<file path="src/rtl/muldiv_pkg.sv">
// Shared op encodings, FSM states and op classification helpers for the
// sequential multiply/divide unit.
package muldiv_pkg;

    localparam logic [2:0] OP_MULT  = 3'b000;
    localparam logic [2:0] OP_MULTU = 3'b001;
    localparam logic [2:0] OP_DIV   = 3'b010;
    localparam logic [2:0] OP_DIVU  = 3'b011;
    localparam logic [2:0] OP_MTHI  = 3'b100;
    localparam logic [2:0] OP_MTLO  = 3'b101;

    typedef enum logic [2:0] {
        ST_IDLE,
        ST_PREP,
        ST_RUN,
        ST_FIX,
        ST_DONE
    } state_t;

    function automatic logic op_is_signed(input logic [2:0] op);
        return (op == OP_MULT) || (op == OP_DIV);
    endfunction

    function automatic logic op_is_div(input logic [2:0] op);
        return (op == OP_DIV) || (op == OP_DIVU);
    endfunction

endpackage

</file>
<file path="src/rtl/muldiv_if.sv">
// Request/response bundle between the execute stage and the multiply/divide unit.
interface muldiv_if #(
    parameter int WIDTH = 32
);
    logic             start;
    logic [2:0]       op;
    logic [WIDTH-1:0] a;
    logic [WIDTH-1:0] b;
    logic             busy;
    logic             done;
    logic             div_by_zero;
    logic [WIDTH-1:0] hi;
    logic [WIDTH-1:0] lo;

    modport master (
        output start, op, a, b,
        input  busy, done, div_by_zero, hi, lo
    );

    modport slave (
        input  start, op, a, b,
        output busy, done, div_by_zero, hi, lo
    );
endinterface

</file>
<file path="src/rtl/muldiv_step.sv">
// One iteration of the unsigned datapath: shift-add multiply or restoring divide.
// work holds {acc, multiplier} for multiply and {remainder, dividend/quotient} for divide.
module muldiv_step #(
    parameter int WIDTH = 32
) (
    input  logic               mode_div_i,
    input  logic [2*WIDTH-1:0] work_i,
    input  logic [WIDTH-1:0]   opnd_i,
    output logic [2*WIDTH-1:0] work_o
);
    logic [WIDTH:0] add_sum;
    logic [WIDTH:0] shl;
    logic [WIDTH:0] diff;

    always_comb begin
        add_sum = {1'b0, work_i[2*WIDTH-1:WIDTH]} + {1'b0, opnd_i & {WIDTH{work_i[0]}}};
        shl     = work_i[2*WIDTH-1:WIDTH-1];
        diff    = shl - {1'b0, opnd_i};
        if (mode_div_i) begin
            // Top bit of diff set means the trial subtraction borrowed: restore.
            if (diff[WIDTH]) begin
                work_o = {shl[WIDTH-1:0], work_i[WIDTH-2:0], 1'b0};
            end else begin
                work_o = {diff[WIDTH-1:0], work_i[WIDTH-2:0], 1'b1};
            end
        end else begin
            work_o = {add_sum, work_i[WIDTH-1:1]};
        end
    end
endmodule

</file>
<file path="src/rtl/muldiv_unit.sv">
// Multi-cycle MULT/MULTU/DIV/DIVU/MTHI/MTLO unit with architectural HI/LO.
// Signed ops run on magnitudes and fix the signs up in a final cycle.
module muldiv_unit
    import muldiv_pkg::*;
#(
    parameter int WIDTH = 32
) (
    input logic     clk,
    input logic     rst_n,
    muldiv_if.slave bus
);
    localparam int            CW       = $clog2(WIDTH) + 1;
    localparam logic [CW-1:0] CNT_LAST = CW'(WIDTH - 1);

    state_t             state_q, state_d;
    logic [2:0]         op_q, op_d;
    logic [WIDTH-1:0]   opnd_q, opnd_d;
    logic [2*WIDTH-1:0] work_q, work_d;
    logic [CW-1:0]      cnt_q, cnt_d;
    logic               neg_res_q, neg_res_d;
    logic               neg_rem_q, neg_rem_d;
    logic [WIDTH-1:0]   hi_q, hi_d, lo_q, lo_d;
    logic               done_q, done_d, dbz_q, dbz_d;

    logic               is_div, a_neg, b_neg;
    logic [WIDTH-1:0]   a_raw, q_mag, r_mag;
    logic [2*WIDTH-1:0] prod, step_w;

    assign is_div = op_is_div(op_q);

    muldiv_step #(.WIDTH(WIDTH)) u_step (
        .mode_div_i (is_div),
        .work_i     (work_q),
        .opnd_i     (opnd_q),
        .work_o     (step_w)
    );

    always_comb begin
        state_d   = state_q;
        op_d      = op_q;
        opnd_d    = opnd_q;
        work_d    = work_q;
        cnt_d     = cnt_q;
        neg_res_d = neg_res_q;
        neg_rem_d = neg_rem_q;
        hi_d      = hi_q;
        lo_d      = lo_q;
        done_d    = 1'b0;
        dbz_d     = 1'b0;

        a_raw = work_q[WIDTH-1:0];
        a_neg = op_is_signed(op_q) & a_raw[WIDTH-1];
        b_neg = op_is_signed(op_q) & opnd_q[WIDTH-1];
        q_mag = work_q[WIDTH-1:0];
        r_mag = work_q[2*WIDTH-1:WIDTH];
        prod  = neg_res_q ? -work_q : work_q;

        case (state_q)
            ST_IDLE: begin
                if (bus.start) begin
                    if (bus.op == OP_MTHI) begin
                        hi_d   = bus.a;
                        done_d = 1'b1;
                    end else if (bus.op == OP_MTLO) begin
                        lo_d   = bus.a;
                        done_d = 1'b1;
                    end else if (!bus.op[2]) begin
                        op_d    = bus.op;
                        work_d  = {{WIDTH{1'b0}}, bus.a};
                        opnd_d  = bus.b;
                        state_d = ST_PREP;
                    end
                end
            end
            ST_PREP: begin
                neg_res_d = a_neg ^ b_neg;
                neg_rem_d = a_neg;
                work_d    = {{WIDTH{1'b0}}, (a_neg ? -a_raw : a_raw)};
                opnd_d    = b_neg ? -opnd_q : opnd_q;
                cnt_d     = '0;
                if (is_div && (opnd_q == '0)) begin
                    hi_d    = a_raw;
                    lo_d    = '1;
                    state_d = ST_DONE;
                end else begin
                    state_d = ST_RUN;
                end
            end
            ST_RUN: begin
                work_d = step_w;
                cnt_d  = cnt_q + 1'b1;
                if (cnt_q == CNT_LAST) state_d = ST_FIX;
            end
            ST_FIX: begin
                if (is_div) begin
                    lo_d = neg_res_q ? -q_mag : q_mag;
                    hi_d = neg_rem_q ? -r_mag : r_mag;
                end else begin
                    {hi_d, lo_d} = prod;
                end
                state_d = ST_DONE;
            end
            ST_DONE: begin
                // opnd_q holds |b| here, so zero means the divide was skipped.
                done_d  = 1'b1;
                dbz_d   = is_div && (opnd_q == '0);
                state_d = ST_IDLE;
            end
            default: state_d = ST_IDLE;
        endcase
    end

    always_ff @(posedge clk or negedge rst_n) begin
        if (!rst_n) begin
            state_q   <= ST_IDLE;
            op_q      <= OP_MULT;
            cnt_q     <= '0;
            neg_res_q <= 1'b0;
            neg_rem_q <= 1'b0;
            hi_q      <= '0;
            lo_q      <= '0;
            done_q    <= 1'b0;
            dbz_q     <= 1'b0;
        end else begin
            state_q   <= state_d;
            op_q      <= op_d;
            cnt_q     <= cnt_d;
            neg_res_q <= neg_res_d;
            neg_rem_q <= neg_rem_d;
            hi_q      <= hi_d;
            lo_q      <= lo_d;
            done_q    <= done_d;
            dbz_q     <= dbz_d;
        end
    end

    always_ff @(posedge clk) begin
        work_q <= work_d;
        opnd_q <= opnd_d;
    end

    assign bus.busy        = (state_q != ST_IDLE);
    assign bus.done        = done_q;
    assign bus.div_by_zero = dbz_q;
    assign bus.hi          = hi_q;
    assign bus.lo          = lo_q;
endmodule

</file>
<file path="src/flat_wrapper.sv">
// flat-port wrapper written by rule: the top's interface ports become plain ports
module muldiv_unit_flat import muldiv_pkg::*;
#(
    parameter int WIDTH = 32
)
  (clk, rst_n, bus_start, bus_op, bus_a, bus_b, bus_busy, bus_done, bus_div_by_zero, bus_hi, bus_lo);
  muldiv_if #(.WIDTH(WIDTH)) bus_i ();
  input logic clk;
  input logic rst_n;
  input wire logic [$bits(bus_i.start)-1:0] bus_start;
  input wire logic [$bits(bus_i.op)-1:0] bus_op;
  input wire logic [$bits(bus_i.a)-1:0] bus_a;
  input wire logic [$bits(bus_i.b)-1:0] bus_b;
  output wire logic [$bits(bus_i.busy)-1:0] bus_busy;
  output wire logic [$bits(bus_i.done)-1:0] bus_done;
  output wire logic [$bits(bus_i.div_by_zero)-1:0] bus_div_by_zero;
  output wire logic [$bits(bus_i.hi)-1:0] bus_hi;
  output wire logic [$bits(bus_i.lo)-1:0] bus_lo;
  assign bus_i.start = bus_start;
  assign bus_i.op = bus_op;
  assign bus_i.a = bus_a;
  assign bus_i.b = bus_b;
  assign bus_busy = bus_i.busy;
  assign bus_done = bus_i.done;
  assign bus_div_by_zero = bus_i.div_by_zero;
  assign bus_hi = bus_i.hi;
  assign bus_lo = bus_i.lo;
  muldiv_unit #(.WIDTH(WIDTH)) u_core (.clk(clk), .rst_n(rst_n), .bus(bus_i));
endmodule
</file>
<file path="config.mk">
export PLATFORM = sky130hd
export DESIGN_NAME = muldiv_unit_flat
export DESIGN_NICKNAME = d
export VERILOG_FILES = /design/src/rtl/muldiv_pkg.sv /design/src/rtl/muldiv_if.sv /design/src/rtl/muldiv_step.sv /design/src/rtl/muldiv_unit.sv /design/src/flat_wrapper.sv
export SDC_FILE = /design/constraint.sdc
export NUM_CORES = 1
export LEC_CHECK = 0
export BUFFER_PORTS_ARGS = -buffer_cell sky130_fd_sc_hd__buf_2
export CELL_PAD_IN_SITES_DETAIL_PLACEMENT = 1
export CELL_PAD_IN_SITES_GLOBAL_PLACEMENT = 1
export CORE_MARGIN = 10
export CORE_UTILIZATION = 45
export DETAILED_ROUTE_END_ITERATION = 7
export PLACE_DENSITY = 0.83
export SLEW_MARGIN = 20
export SYNTH_ARGS = -nofsm -noshare
export SYNTH_HDL_FRONTEND = slang
export SYNTH_SLANG_ARGS = --single-unit
</file>
<file path="constraint.sdc">
create_clock -name clk -period 7.2 [get_ports clk]
set_input_delay 1.44 -clock clk [delete_from_list [all_inputs] [get_ports clk]]
set_output_delay 1.44 -clock clk [all_outputs]
set_load 0.005 [all_outputs]
</file>
* Word level (Yosys, flattened, before mapping)
Cells that the tools add are included.
Word-level totals: bits in registers 175, bits in latches 0, bits in writable memories 0, bits in read-only memories 0, input bits 70, output and inout port bits 67, logic and storage cells 104, memories kept 0
Operators by class: $add $sub $neg 7, $mul 0, divide/modulo/power cells 0, $lt $le $gt $ge 0, equal/unequal tests 19, shifts and indexed selects 0, multiplexer cells 41, bitwise logic cells 7, reductions and logical operators 18
Operators by type and width (count):
- 32-bit 2-to-1 mux | 17
- 64-bit 2-to-1 mux | 7
- 32-bit one-hot mux with 3 select lines | 2
- 64-bit one-hot mux with 3 select lines | 1
- 32-bit negation | 3
- 64-bit negation | 1
- 32-bit one-hot mux with 2 select lines | 1
- 32-bit by 32-bit adder with 33-bit output | 1
- 33-bit by 32-bit subtractor with 33-bit output | 1
- 32-bit AND | 1
- 32-bit zero test | 1
- 5-bit AND reduction | 4
- 3-bit 2-to-1 mux | 6
- 2-bit by 1-bit != test with 1-bit output (second input constant) | 6
- 3-bit one-hot mux with 4 select lines | 1
- 6-bit one-hot mux with 2 select lines | 1
- 6-bit AND reduction | 2
- 3-bit equality test (second input constant) | 3
- 3-bit nonzero test | 3
- 2-bit != test (second input constant) | 4
- 6-bit by 1-bit adder with 6-bit output (second input constant) | 1
- 3-bit by 2-bit equality test with 1-bit output (second input constant) | 2
- 6-bit by 5-bit equality test with 1-bit output (second input constant) | 1
- 3-bit zero test | 2
- 11 further kinds | 20

* Longest topological paths before layout
word-level depth 5, mapped depth 14, depth with buffers taken out 13

* Modules after synthesis
A second synthesis with hierarchy kept.
Second synthesis, totals: cells, all modules 1777, area, all modules 14970.6 sq um
By module, submodules not included:
- muldiv_unit | times used 1, cells an instance 1125, area an instance 10445.0 sq um, sequential area each 4859.7 sq um
- muldiv_step | times used 1, cells an instance 652, area an instance 4525.6 sq um, sequential area each 0.0 sq um

* Worst setup path before layout
Ideal clock, no wire load.
path kind input to register, start point input bus_start, end point register u_core.work_q[0], enable pin, setup time 470 ps, arrival 6673 ps, required time 6730 ps, path slack 56 ps, stages 4, path buffers 0, cells stage by stage nor2b_1 nor3_1 a211oi_1 a21boi_0
On the way: word-level cells in the longest chain between the ends 2
Ends and longest elaborated chain:
- start, declared | RTL line flat_wrapper.sv:10 | input wire logic [$bits(bus_i.start)-1:0] bus_start;
- 2-bit != test (no source line)
- 6-bit AND reduction (no source line)
- end signal, assigned | RTL line muldiv_unit.sv:138 | work_q <= work_d;
- end, declared | RTL line muldiv_unit.sv:18 | logic [2*WIDTH-1:0] work_q, work_d;
No other way between the ends. A chain may end at the register's enable or synchronous reset.

* Worst setup path after layout
start point register u_core.opnd_q[1], end point register u_core.lo_q[29] (netlist: u_core.bus.lo[29])
On the way: word-level cells in the longest chain between the ends 4
Ends and longest elaborated chain:
- start, declared | RTL line muldiv_unit.sv:17 | logic [WIDTH-1:0] opnd_q, opnd_d;
- start signal, assigned | RTL line muldiv_unit.sv:139 | opnd_q <= opnd_d;
- 32-bit zero test | RTL line muldiv_unit.sv:81 | if (is_div && (opnd_q == '0)) begin
- 1-bit logical AND | RTL line muldiv_unit.sv:81
- 2-bit by 1-bit != test with 1-bit output (no source line)
- 5-bit AND reduction (no source line)
- end signal, assigned | RTL line muldiv_unit.sv:131 | lo_q <= lo_d;
- end, declared | RTL line muldiv_unit.sv:22 | logic [WIDTH-1:0] hi_q, hi_d, lo_q, lo_d;
No other way between the ends.

==> impl_metrics.py <==
metrics = {
    "critical_path": {
        "arrival_ns": 4.93,
        "cp_slowest_cell": "or4_1",
        "crit_end": "u_core.bus.lo[29]$_DFFE_PN0P_",
        "timing.rr.start": "u_core.opnd_q[1]$_DFFE_PP_",
        "cp_max_fo": 64,
        "cp_common_cell": "buf_4",
        "worstSetupStartpointType": "flop",
        "crit_path_end_kind": "flop",
        "cp.buffers_inverters": 4,
        "worstRegToRegCells": 12,
        "crit_start": "u_core.opnd_q[1]$_DFFE_PP_",
        "cpPeakStageDelay_ns": 0.69,
        "r2r-end": "u_core.bus.lo[29]$_DFFE_PN0P_",
        "cp_cell_sequence": "inv_1 -> ha_1 -> or4b_1 -> or4_4 -> or4_1 -> a211oi_4 -> buf_4 -> nand2_4 -> clkinv_2 -> a31oi_4 -> buf_4 -> o31ai_1",
        "crit_cells": 12,
        "cp_top_family": "simple AND/OR/NAND/NOR gates",
        "criticalPathCategory": "reg2reg",
        "ff2ff_setup_slack_ns": 2.62,
        "crit_required_ns": 7.55,
    },
    "clock_network": {
        "cts_buffers": 17,
        "htree_levels": 4,
        "clockBufferDepth": 2,
        "cts_tree": "yes",
        "clock_sink_count": 175,
        "insertion_delay_ns": 0.47,
        "cts.clk_slew.worst_paths_ns": 0.08,
        "cts_setup_buffers": 0,
        "cts_root_buf": "clkbuf_16",
        "hold_buffers": 0,
        "post_cts_resized": 0,
    },
    "final_layout": {
        "final_area_sq_um": 16600,
        "post_route_cells_drive_above_1_share": 0.118,
        "antennaDiodeCount": 0,
        "finalNetCount": 2030,
        "syn_to_final_growth_pct": 10.4,
        "instances_no_fill": 2345,
    },
    "routing": {
        "dr.pass1.iters": 5,
        "antenna_left": 0,
        "routed_wl_mm": 57.6,
        "post_drt_via_cell_ratio": 6.40,
        "vias": 15000,
        "drtIter0Drc": 1358,
        "wire_per_inst_microns": 24.6,
        "drc": 0,
    },
    "placed_design": {
        "place.detailed.hpwl_mm": 43.0,
        "numPortBuffers": 136,
        "post_dp_cell_area_sq_um": 16000,
        "placed_cells": 2313,
        "gp_congestion": 0.985,
    },
    "grt": {
        "grt_usage": 0.274,
        "grt_pass1_vias": 15500,
        "grt_max_degree": 65,
        "overflow": 0,
        "grt_pass1_wl_mm": 89.9,
        "antenna_found_initial": 0,
    },
    "synthesis": {
        "synth-edff-count": 96,
        "synth-compound-area-share": 0.235,
        "syn_area_sq_um": 15000,
        "synth_cell_types": 81,
        "ys_seq_elements": 175,
        "synthTopCellsByArea": "edfxtp_1 19%, dfrtp_1 13%, xnor2_1 5.7%",
        "yosysTopAreaCell": "edfxtp_1",
        "synth_top_area_share": 0.192,
        "post_synth.cell_area_avg_sq_um": 8.19,
        "synth_fa_ha_area_frac": 0.0593,
        "synth-simple-area-share": 0.199,
        "async_flop_share": 0.451,
        "synthMuxAreaShare": 0.0430,
        "synthFlopType": "edfxtp_1",
        "synthCells": 1834,
        "synth_top_family_by_area": "compound AO/OA/AOI/OAI gates",
        "synth_xor_area_frac": 0.0921,
        "synthesis.nets": 1974,
        "ys_seq_area_frac": 0.324,
        "ys_warn_count": 0,
    },
    "timing": {
        "clock.fmax_ghz": 0.218,
        "relSlewSlack": 0.255,
        "fin_crit_sh": 0.637,
        "fin_crit_ns": 4.58,
        "worstMarginPinSlew_ns": 1.11,
        "rsz0062_at_grt": "false",
        "setup_tns_ns": 0,
        "setup_violations": 0,
        "hold_viol": 0,
        "clock_skew_ns": 0.0199,
        "hold_slack_ns": 0.479,
        "finalMaxSlewViolations": 0,
    },
    "power_and_ir_drop": {
        "worst_ir_drop_vdd_mv": 0.224,
        "p_per_area_nw_per_um2": 502,
        "power.leakage_nw": 6.87,
    },
    "floorplanning": {
        "pin_count": 137,
        "die_area_sq_um": 41100,
        "coreArea_sq_um": 32700,
        "dieWidth_microns": 203,
        "die_h_microns": 203,
        "initial_utilization": 0.459,
        "num_rows": 66,
    },
    "outcome": {
        "status": "finished, final reports clean",
    },
    "job": {
        "cap_violations": 0,
    },
    "worst_hold_path": {
        "hp-class": "reg2reg",
    },
}
## sequential cells by signal (all words and copies together), names as in the netlist
register and flops:
u_core.work_q 64, u_core.bus.hi 32, u_core.bus.lo 32, u_core.opnd_q 32, u_core.cnt_q 6, u_core.state_q 3
u_core.op_q 2, u_core.bus.div_by_zero 1, u_core.bus.done 1, u_core.neg_rem_q 1, u_core.neg_res_q 1
## metal layers
metal  GRT usage  routed length, microns
met5           0                       0
met4       0.106                    1820
met3      0.0381                    3450
met2       0.464                   27800
met1       0.345                   24500
## worst register-to-register path, cell delays in order, from the launching register on
cell	delay (ns)
edfxtp_1	0.47
inv_1	0.13
ha_1	0.22
or4b_1	0.55
or4_4	0.51
or4_1	0.69
a211oi_4	0.29
buf_4	0.36
nand2_4	0.20
clkinv_2	0.32
a31oi_4	0.05
buf_4	0.32
o31ai_1	0.36
## cell usage in the layout (no fill, tap or decap), drive strengths merged, types with 20 or more instances in the layout
cell	netlist	layout
mux2i	60	60
nand2	229	229
o22ai	41	41
nand3	47	47
o211ai	23	23
a21oi	119	119
or3	33	33
buf	21	159
ha	68	68
nor2	137	137
xor2	60	60
nor3	49	49
clkbuf	101	20
a31oi	27	27
nor4	26	26
o221ai	31	31
nand2b	21	21
edfxtp	96	96
dfrtp	79	79
inv	56	59
xnor2	98	98
o21ai	170	170
## worst min-delay path by stage
stage                                  startpoint                       endpoint  slack (ns)  cells after the start
detailed placement   u_core.bus.lo[9]$_DFFE_PN0P_   u_core.bus.lo[9]$_DFFE_PN0P_        0.47                      2
finish               u_core.bus.lo[9]$_DFFE_PN0P_   u_core.bus.lo[9]$_DFFE_PN0P_        0.48                      2
CTS                  u_core.bus.lo[9]$_DFFE_PN0P_   u_core.bus.lo[9]$_DFFE_PN0P_        0.49                      2
global placement    u_core.bus.hi[11]$_DFFE_PN0P_  u_core.bus.hi[11]$_DFFE_PN0P_        0.46                      2
floorplan             u_core.cnt_q[5]$_DFFE_PN0N_    u_core.cnt_q[5]$_DFFE_PN0N_        0.44                      1
global route        u_core.bus.lo[17]$_DFFE_PN0P_  u_core.bus.lo[17]$_DFFE_PN0P_        0.51                      2
## synth_stat cells, types with 47 or more instances
cell,number
a21oi_1,119
inv_1,56
o21ai_0,133
edfxtp_1,96
mux2i_1,60
nand3_1,47
ha_1,68
dfrtp_1,79
xor2_1,60
xnor2_1,98
nand2_1,228
clkbuf_1,101
nor3_1,48
nor2_1,137
## cell families after synthesis
kind of cell,count (synthesis)
mux,64
simple gates,632
compound gates,555
flops,175
fa+ha+maj,70
buf+inv,180
xor+xnor,158
## per-stage QoR
step           power (mW)  worst slack, ns   util
2_1_floorplan        5.56           0.0564      -
3_3_place_gp         7.04             2.55  0.489
3_5_place_dp         7.25             2.35  0.489
4_1_cts              8.23             2.34  0.507
5_1_grt              8.86             2.44  0.507
6_report             8.32             2.62  0.507
## report_power, final
group / switching, mW / leakage [nW] / total, mW / internal, mW
Clock: 0.446 / 0.283 / 0.943 / 0.498
Combinational: 3.17 / 4.69 / 5.08 / 1.92
Sequential: 0.679 / 1.90 / 2.30 / 1.62
## cell type report
class	instances	area, sq um
repair buffers	159	856
inverters	58	219
clock buffers	20	457
fillers	3998	16100
multi-input cells	1479	9520
well taps	442	553
flip-flops and latches	175	4860
clock inverters	12	110
Power figures use the tool's default switching activity.
